==> src/rtl/mem_phase_unit.sv <==
// Memory-phase unit: one data-memory access per instruction over a req/ack bus,
// with load formatting for writeback and sticky fault reporting.
module mem_phase_unit #(
    parameter int ADDR_W  = 32,
    parameter int TIMEOUT = 1
) (
    input  logic              clk,
    input  logic              rst_n,
    input  logic              mem_stall,
    input  logic              reg_write_stall,
    input  logic              mem_read,
    input  logic              mem_write,
    input  logic [1:0]        size,
    input  logic              is_unsigned,
    input  logic [ADDR_W-1:0] addr,
    input  logic [31:0]       wdata,
    output logic              bus_req,
    output logic              bus_we,
    output logic [ADDR_W-1:0] bus_addr,
    output logic [3:0]        bus_be,
    output logic [31:0]       bus_wdata,
    input  logic              bus_ack,
    input  logic [31:0]       bus_rdata,
    output logic [31:0]       load_data,
    output logic              load_valid,
    output logic              fault
);

    typedef enum logic [1:0] {
        IDLE = 2'd0,
        REQ  = 2'd1,
        DONE = 2'd2,
        ERR  = 2'd3
    } state_t;

    localparam int CW = (TIMEOUT < 1) ? 1 : $clog2(TIMEOUT + 1);

    state_t            state;
    logic              prev_stall;
    logic              win_start;
    logic              access;
    logic              misaligned;
    logic              timeout_hit;

    logic              l_rd;
    logic              l_wr;
    logic              l_uns;
    logic [1:0]        l_size;
    logic [ADDR_W-1:0] l_addr;
    logic [31:0]       l_wdata;
    logic [CW-1:0]     wait_cnt;

    logic [1:0]        lane;
    logic [7:0]        lane_byte;
    logic [15:0]       lane_half;
    logic [31:0]       rdata_fmt;
    logic [3:0]        be_raw;
    logic [31:0]       wdata_rep;

    assign win_start   = ~mem_stall & prev_stall;
    assign access      = mem_read | mem_write;
    assign lane        = l_addr[1:0];
    assign timeout_hit = (wait_cnt == CW'(TIMEOUT - 1));

    always_comb begin
        misaligned = 1'b0;
        unique case (size)
            2'b00:   misaligned = 1'b0;
            2'b01:   misaligned = addr[0];
            2'b10:   misaligned = (addr[1:0] != 2'b00);
            default: misaligned = 1'b1;
        endcase
    end

    // Lane select and extension of the returned word.
    always_comb begin
        lane_byte = bus_rdata[{lane, 3'b000} +: 8];
        lane_half = bus_rdata[{lane[1], 4'b0000} +: 16];
        unique case (l_size)
            2'b00:   rdata_fmt = {{24{~l_uns & lane_byte[7]}}, lane_byte};
            2'b01:   rdata_fmt = {{16{~l_uns & lane_half[15]}}, lane_half};
            default: rdata_fmt = bus_rdata;
        endcase
    end

    always_comb begin
        unique case (l_size)
            2'b00: begin
                be_raw    = 4'b0001 << lane;
                wdata_rep = {4{l_wdata[7:0]}};
            end
            2'b01: begin
                be_raw    = 4'b0011 << lane;
                wdata_rep = {2{l_wdata[15:0]}};
            end
            default: begin
                be_raw    = 4'b1111;
                wdata_rep = l_wdata;
            end
        endcase
    end

    assign bus_req    = (state == REQ);
    assign bus_we     = bus_req & l_wr & ~l_rd;
    assign bus_addr   = bus_req ? {l_addr[ADDR_W-1:2], 2'b00} : '0;
    assign bus_be     = bus_req ? be_raw : 4'b0000;
    assign bus_wdata  = bus_req ? wdata_rep : 32'h0;
    assign load_valid = (state == DONE) & l_rd & ~reg_write_stall;

    always_ff @(posedge clk or negedge rst_n) begin
        if (!rst_n) begin
            state      <= IDLE;
            prev_stall <= 1'b1;
            l_rd       <= 1'b0;
            l_wr       <= 1'b0;
            l_uns      <= 1'b0;
            l_size     <= 2'b00;
            l_addr     <= '0;
            l_wdata    <= 32'h0;
            wait_cnt   <= '0;
            load_data  <= 32'h0;
            fault      <= 1'b0;
        end else begin
            prev_stall <= mem_stall;
            if (win_start) begin
                l_rd    <= mem_read;
                l_wr    <= mem_write;
                l_uns   <= is_unsigned;
                l_size  <= size;
                l_addr  <= addr;
                l_wdata <= wdata;
            end
            // A closing window abandons whatever is in progress.
            if (mem_stall) begin
                state    <= IDLE;
                wait_cnt <= '0;
            end else begin
                unique case (state)
                    IDLE: begin
                        wait_cnt <= '0;
                        if (win_start && access) begin
                            if (misaligned) begin
                                state <= ERR;
                                fault <= 1'b1;
                            end else begin
                                state <= REQ;
                            end
                        end
                    end
                    REQ: begin
                        if (!reg_write_stall) begin
                            state <= ERR;
                            fault <= 1'b1;
                        end else if (bus_ack) begin
                            state <= DONE;
                            if (l_rd) load_data <= rdata_fmt;
                        end else if (timeout_hit) begin
                            state <= ERR;
                            fault <= 1'b1;
                        end else begin
                            wait_cnt <= wait_cnt + 1'b1;
                        end
                    end
                    DONE: begin
                        if (!reg_write_stall) state <= IDLE;
                    end
                    ERR: begin
                        if (!reg_write_stall) state <= IDLE;
                    end
                    default: state <= IDLE;
                endcase
            end
        end
    end

endmodule

==> config.mk <==
export PLATFORM = sky130hd
export DESIGN_NAME = mem_phase_unit
export DESIGN_NICKNAME = d
export VERILOG_FILES = /design/src/rtl/mem_phase_unit.sv
export SDC_FILE = /design/constraint.sdc
export NUM_CORES = 1
export LEC_CHECK = 0
export BUFFER_PORTS_ARGS = -buffer_cell sky130_fd_sc_hd__buf_2
export CORE_ASPECT_RATIO = 0.7
export CORE_MARGIN = 2
export CORE_UTILIZATION = 40
export CTS_CLUSTER_SIZE = 20
export DETAILED_ROUTE_END_ITERATION = 7
export PLACE_DENSITY = 0.78
export SYNTH_ARGS = -nofsm -noshare
export SYNTH_HDL_FRONTEND = slang
export SYNTH_SLANG_ARGS = --single-unit
==> constraint.sdc <==
create_clock -name clk -period 1.4 [get_ports clk]
set_input_delay 0.14 -clock clk [delete_from_list [all_inputs] [get_ports clk]]
set_output_delay 0.14 -clock clk [all_outputs]
set_load 0.02 [all_outputs]
==> impl_results.md <==
* Netlist cell types at 42
* Synth Warn # at 0
* Average cell area after synthesis at ~11 µm²
* Post-Route WL at 21,000 µm
* Async S/R FF share, synth at 100%
* Synth top area cells: dfrtp_1 48%, mux2_2 14%, and2_1 4.5%, a21oi_1 4.4%, nor2_1 3.9%
* Final core utilization at a little under three quarters
* First-pass GRT wire length at roughly 31,000 µm
* First-pass DRT Iterations at 5
* Final Critical Period at 1.77 ns
* Crit path top cell by count: buf_4
* Root buffer cell: clkbuf_16
* TritonCTS Buffers at 9
* Die Span X at around 140 µm
* Avg Vias per Cell at 5.53
* # clock sinks at 105
* Synth area leader: dfrtp_1
* FP Rows at 35
* Kind of critical path: register to output port
* DR vias at 5,271
* Setup ws final at -0.371 ns
* Initial Utilization at slightly above 40%
* Delay-heaviest family, CP: flip-flops
* Fin. max-slew vios at 0
* Largest net degree at the start of global routing at 63
* # H-tree levels at 3
* CTS tree: built
* Placed insts at about 890
* Post-Syn Area at 0.00542 mm²
* Syn Inst Count at 493
* Fillers at approximately 850
* RSZ-0062 raised after global routing: true
* Hold WC Path Type: input port to register
* Data required, critical path at 1.26 ns
* P per Cell Area at 1180 mW/mm²
* Flops & latches, synth at between 100 and 150
* Critical path fanouts, max at 5
* Outcome: complete, but fails checks
* Antenna violations before repair at 1
* Routed WL per cell at ~22 µm
* Clock skew at around 0.013 ns
* Tcrit/Tclk final at 126%
* Crit path launch type: register
* Max IR drop VDD at 0.722 mV
* IO Count at 210
* Layout cells sized above 1 at 69.1%
* WP buf/inv at 2
* Slowest stage delay, CP at approximately 0.44 ns
* Crit path DAT at ~1.6 ns
* Die Footprint at 0.0145 mm²
* Area growth, synth to finish at 73.0%
* Final hold violation count at 0
* GR Overflow Total at 0
* Drt first-iter violations at 307
* Gr usage total at roughly 28%
* DP Wirelength at between 10,000 and 15,000 µm
* Setup TNS at -31.48 ns
* Leakage at 4.42 nW
* Crit path cell chain: buf_4, mux2i_1, nor2_1, a21oi_1, nor2_2, buf_4
* Routed Antenna Nets at 0
* Clk_lat worst skew at 0.36 ns
* Top-count cell post-synth: dfrtp_1
* Post-synth EDFFs at 0
* Vias in the first global route at 5,565
* Max cap viols at 0
* Number of remaining DRC errors at 0
* Most common library cells after synthesis: 104 x dfrtp_1, 68 x mux2_2, 57 x nor2_1, 48 x a21oi_1, 39 x and2_1
* Finished Layout Cells at about 950
* Post-synth top flop: dfrtp_1
* FMAX at roughly 560 MHz
* Placer Congestion at 0.864
* Worst Setup End Kind: output port
* Final #Nets at 868
* Top-area cell type share of the netlist area at 48.0%
* Failing checks: negative setup slack
* Longest Clk Path Bufs at 2
* Port bufs at 207
* Clock Pin Slew Worst Setup and Hold Paths at 0.09 ns
* Die height at roughly 100 µm
* Final setup fails at 170
* CP max stage cell: dfrtp_2
* Register area share after synthesis at 48.5%
* Core area at 0.0132 mm²
-- path summary, 6_finish.rpt --
| check | from | end | slack [ns] | depth (start not counted) |
|---|---|---|---|---|
| min in group asynchronous | rst_n | load_data[28] | 0.32 | 3 |
| max reg2reg | state[1] | load_data[2] | -0.27 | 6 |
| min | wdata[18] | l_wdata[18] | 0.01 | 2 |
| max in group asynchronous | rst_n | l_addr[31] | 0.75 | 3 |
| min reg2reg | fault | fault | 0.48 | 1 |
| max | l_size[0] | bus_wdata[30] | -0.37 | 6 |
-- metal layers --
layer | GRT usage [%] | share of wire, % | wire, µm
met1 | 33.6 | 38 | 8040
met2 | 48.7 | 50 | 10500
met3 | 8.79 | 9.4 | 1980
met4 | 8.91 | 2.3 | 489
met5 | 0 | 0.062 | 13
-- cell usage in the layout, fill, tap and decap left out, drive strengths merged, types with 8 or more instances in the layout --
cell	instances
nor2	57
buf	294
mux2i	17
clkbuf	12
mux2	69
a221oi	8
a22o	8
a21oi	58
and2	39
nand2	27
dfrtp	104
-- per-stage QoR --
step / hold WS, ns / setup WS (ns) / power, mW / cell area, µm²
2_1_floorplan: -0.156 / -0.108 / 5.86 / 5610
3_3_place_gp: 0.158 / -0.258 / 6.88 / 7050
3_5_place_dp: 0.158 / -0.358 / 7.00 / 7050
4_1_cts: 0.00525 / -0.370 / 10.7 / 9020
5_1_grt: 0.00730 / -0.460 / 11.5 / 9370
6_report: 0.0106 / -0.371 / 11.1 / 9370
-- logic make-up after synthesis --
logic type | share of synthesized area (%)
AO/OA/AOI/OAI | 14.0
XOR/XNOR | 0.162
buffers and inverters | 4.18
flip-flops | 48.5
multiplexers | 20.5
other | 0.0692
AND/OR/NAND/NOR | 12.6
-- power breakdown --
| part | internal, mW | switching [mW] | leakage [nW] | total, mW |
|---|---|---|---|---|
| Sequential | 3.60 | 0.466 | 1.27 | 4.06 |
| Clock | 1.45 | 1.32 | 0.157 | 2.77 |
| Combinational | 2.20 | 2.06 | 2.99 | 4.26 |
| Total | 7.25 | 3.85 | 4.42 | 11.1 |
-- registers in the layout (all words and copies together), names as in the netlist --
name	count
l_addr	32
l_wdata	32
load_data	32
l_size	2
state	2
fault	1
l_rd	1
l_uns	1
l_wr	1
prev_stall	1
-- cell type report --
class                   count  area [µm²]  area share [%]
multi-input cells         343        3350            35.7
repair buffers            299        2820            30.1
flip-flops and latches    105        2630            28.1
well taps                 185         231            2.47
clock buffers               9         225            2.40
clock inverters             7        95.1            1.01
inverters                   4        22.5           0.240
diodes                      1        2.50          0.0267
-- worst reg2reg max path, delay by kind of cell (launching register included) --
kind / cells / cell delay (ns)
buffers and inverters: 2 / 0.32
flip-flops: 1 / 0.41
AO/OA/AOI/OAI: 2 / 0.47
AND/OR/NAND/NOR: 2 / 0.36
-- timing repair --
action                                 in CTS  in global routing
setup endpoints to repair                 170                171
buffers inserted                           23                 14
cloned                                     18                  2
endpoints found under the hold margin     104                  0
gates resized for setup                   289                 83
pin swaps                                  22                 25
hold buffers                                1                  0
Note: power is estimated with default switching activity, not from simulation.
